## config.mk

```make
export PLATFORM = sky130hd
export DESIGN_NAME = mini_pic
export DESIGN_NICKNAME = d
export VERILOG_FILES = /design/src/rtl/mini_pic.sv
export SDC_FILE = /design/constraint.sdc
export NUM_CORES = 1
export LEC_CHECK = 0
export CORE_AREA = 2 2 39 41
export CTS_BUF_LIST = sky130_fd_sc_hd__clkbuf_4 sky130_fd_sc_hd__clkbuf_8
export DETAILED_ROUTE_END_ITERATION = 10
export DIE_AREA = 0 0 41 43
export PLACE_DENSITY_LB_ADDON = 0.1
export SYNTH_ARGS = -nofsm -noshare
export SYNTH_HDL_FRONTEND = slang
export SYNTH_SLANG_ARGS = --single-unit
export TNS_END_PERCENT = 5
```

## constraint.sdc

```tcl
create_clock -name clk -period 1.1 [get_ports clk]
set_input_delay 0.165 -clock clk [delete_from_list [all_inputs] [get_ports clk]]
set_output_delay 0.165 -clock clk [all_outputs]
set_load 0.005 [all_outputs]
```

## src/rtl/mini_pic.sv

```systemverilog
// mini_pic: four-source interrupt controller that presents one vector at a time and waits for a host ack.
// Optional overrun detection is built when MINI_PIC_OVERRUN_EN is defined; otherwise the overrun port is tied to zero.
module mini_pic (
    input  logic       clk,
    input  logic       rst_n,
    input  logic [3:0] irq_in,
    input  logic [3:0] mask,
    input  logic       ack,
    input  logic [3:0] overrun_clr,
    output logic       irq,
    output logic [1:0] vector,
    output logic [3:0] pending,
    output logic [3:0] overrun
);

    // state  | meaning
    // IDLE   | no vector presented, irq low; looking for an enabled pending source
    // ACTIVE | vector presented on irq, held until the host acks it
    typedef enum logic {
        IDLE   = 1'b0,
        ACTIVE = 1'b1
    } state_t;

    state_t     state_q;
    state_t     state_d;
    logic [1:0] vector_q;
    logic [1:0] vector_d;
    logic [3:0] pending_q;
    logic [3:0] clr_vec;
    logic [3:0] req;

    assign req = pending_q & mask;

    always_comb begin
        state_d  = state_q;
        vector_d = vector_q;
        clr_vec  = 4'b0000;
        case (state_q)
            IDLE: begin
                if (|req) begin
                    state_d = ACTIVE;
                    if (req[0])      vector_d = 2'd0;
                    else if (req[1]) vector_d = 2'd1;
                    else if (req[2]) vector_d = 2'd2;
                    else             vector_d = 2'd3;
                end
            end
            ACTIVE: begin
                if (ack) begin
                    clr_vec = 4'b0001 << vector_q;
                    state_d = IDLE;
                end
            end
            default: state_d = IDLE;
        endcase
    end

    always_ff @(posedge clk) begin
        if (!rst_n) begin
            state_q   <= IDLE;
            vector_q  <= 2'd0;
            pending_q <= 4'b0000;
        end else begin
            state_q   <= state_d;
            vector_q  <= vector_d;
            // A new event on the source being acked wins over the clear.
            pending_q <= (pending_q & ~clr_vec) | irq_in;
        end
    end

    assign irq     = (state_q == ACTIVE);
    assign vector  = vector_q;
    assign pending = pending_q;

`ifdef MINI_PIC_OVERRUN_EN
    logic [3:0] overrun_q;

    always_ff @(posedge clk) begin
        if (!rst_n) begin
            overrun_q <= 4'b0000;
        end else begin
            overrun_q <= (overrun_q & ~overrun_clr) | (irq_in & pending_q & ~clr_vec);
        end
    end

    assign overrun = overrun_q;
`else
    logic unused_overrun_clr;
    assign unused_overrun_clr = ^overrun_clr;
    assign overrun = 4'b0000;
`endif

endmodule

```

==> run summary <==
maximum VDD drop = 0.527 mV
clock buffer depth = 2
Worst Path Buf+Inv = 1
H-tree Lvls = 1
min Tclk post-route = 1.03 ns
Final Hold Fails = 0
status = finished clean
Synth Instances = 38
family with the most delay on the worst path = flip-flops
final worst slack = 0.0696 ns
Antenna diodes = 0
initial antenna violation count = 0
core box area = 1380 um^2
Startpoint Class = flip-flop
Clock Latency Late Sink = 0.27 ns
die area = 1760 um^2
Final Net Count = 79
drt wl/cell = 10.9 um
Fmax = 970 MHz
drt pass-1 iters = 3
Max Slew Vio Count = 0
synth top area cells = dfxtp_1, buf_4, a21oi_1, nor2b_1, nand4b_1
max incr delay on CP = 0.35 ns
Yosys top cell by area = dfxtp_1
crit-path cells = dlygate4sd2_1
Avg Cell Area, Syn = 9.32 um^2
worst clock skew = 0.00934 ns
Setup CP Type = reg -> out
final core occ = 0.422
GR Overflow Total = 0
global-route wire length before repair = 1490 um
register area share after synthesis = 0.396
Pwr Total = 725 uW
post-CTS setup buffer count = 0
synth warn = 0
crit end category = output port
WP data arrival = 0.87 ns
final WL = 859 um
crit-path max FO = 3
IO buf count = 17
initial core utilization = 0.256
unrepaired setup endpoints after global routing = no
maxcap violations = 0
Hold Path Class = in -> reg
total track usage = 0.129
Core Rows = 14
root buffer cell = clkbuf_4
largest net degree at the start of global routing = 9
die width = 41 um
Worst Path Required = 0.94 ns
area growth from synthesis to layout = 65.0%
via count = 359
Detail Placement HPWL = 677 um
Fin Hold WS = 0.490 ns
period utilisation layout = 0.937
Hold Buf Count CTS = 0
drt drc = 0
RePlAce Congestion = 0.719
CTS resizes = 12
Sink Count = 7
Place WS = -0.166 ns
Reg clk slew, reported paths = 0.06 ns
post-synth top area share = 0.396
post-route ant nets = 0
IO Pins = 26
post-route setup TNS = 0 ns
Leak = 0.264 nW
final setup vio count = 0
Vias/cell = 4.54
Filler cells = 156
CTS tree = done
Inserted Clock Buffers = 3
Iteration-0 DRC Markers = 2
post-synth cell types = 20
share of cells above drive strength 1 = 0.270
post-synthesis register bit count = 7
DIE HEIGHT = 43 um
highest-delay cell along the critical path = dfxtp_1
Synth Cell Area = 354 um^2
Power Dens Cells = 1240 nW/um^2
vias in the first global route = 365
cell type report:
class,instances,area [um^2],area share
Clock buffer,3,22.5,0.0385
Clock inverter,1,5.00,0.00857
Multi-Input combinational cell,29,184,0.315
Sequential cell,7,146,0.251
Tap cell,16,20.0,0.0343
Timing Repair Buffer,23,206,0.353
worst register-to-register path: stages, from the launching register on:
cell     delay, ns
dfxtp_1       0.32
a22oi_1       0.27
nand2_1       0.09
o211a_1       0.20
per-layer routing:
| layer | vias up | share of wire | GRT usage |
|---|---|---|---|
| met2 | 12 | 0.49 | 0.169 |
| met1 | 164 | 0.42 | 0.158 |
| li1 | 180 | - | - |
| met5 | - | 0 | 0 |
| met3 | 3 | 0.063 | 0.0524 |
| met4 | 0 | 0.031 | 0.100 |
cells in the final DEF (no fill, tap or decap), types with 2 or more instances in the layout:
| cell | instances |
|---|---|
| nand2_1 | 4 |
| dlygate4sd2_1 | 7 |
| clkbuf_4 | 3 |
| conb_1 | 4 |
| nor2b_1 | 3 |
| a21oi_1 | 4 |
| clkdlybuf4s50_1 | 10 |
| nand4b_1 | 2 |
| dfxtp_1 | 2 |
| dfxtp_2 | 5 |
| buf_4 | 6 |
final timing paths:
check	start	to	cells after the start	slack [ns]
worst max-delay path	pending[3]	pending[3]	1	0.07
worst min-delay path	irq_in[1]	pending[1]	3	0.49
worst max register to register	pending[3]	irq	3	0.11
worst min register to register	pending[1]	pending[1]	2	0.53
kinds of logic after synthesis:
family,Yosys count,share of synthesized area
AO/OA/AOI/OAI,11,0.240
buffers and inverters,5,0.117
flip-flops,7,0.396
multiplexers,1,0.0283
other,1,0.0106
AND/OR/NAND/NOR,13,0.209
cells in the mapped netlist:
cell type / count
buf_6: 1
and2_1: 1
o21a_1: 1
a22oi_2: 1
nor2_1: 1
nand2_1: 4
conb_1: 1
o31a_1: 1
o211ai_1: 1
nor2b_1: 3
nand4b_1: 2
buf_4: 4
nand4_1: 1
a21oi_1: 4
nand2_2: 1
o211a_1: 1
a22oi_1: 1
dfxtp_1: 7
o221a_1: 1
mux2i_1: 1
metrics by stage:
stage	instance area, um^2	cells
2_1_floorplan	365	41
3_3_place_gp	559	75
3_5_place_dp	559	75
4_1_cts	584	79
5_1_grt	584	79
6_report	584	79
flip-flops by register name, summed over array words and instances, names as in the netlist:
| name | count |
|---|---|
| vector | 2 |
| pending | 4 |
| irq | 1 |
power breakdown:
group | switching, mW | internal [mW] | total, mW
Clock | 0.117 | 0.134 | 0.251
Combinational | 0.0674 | 0.108 | 0.176
Sequential | 0.0176 | 0.281 | 0.298
Power figures use the tool's default switching activity.
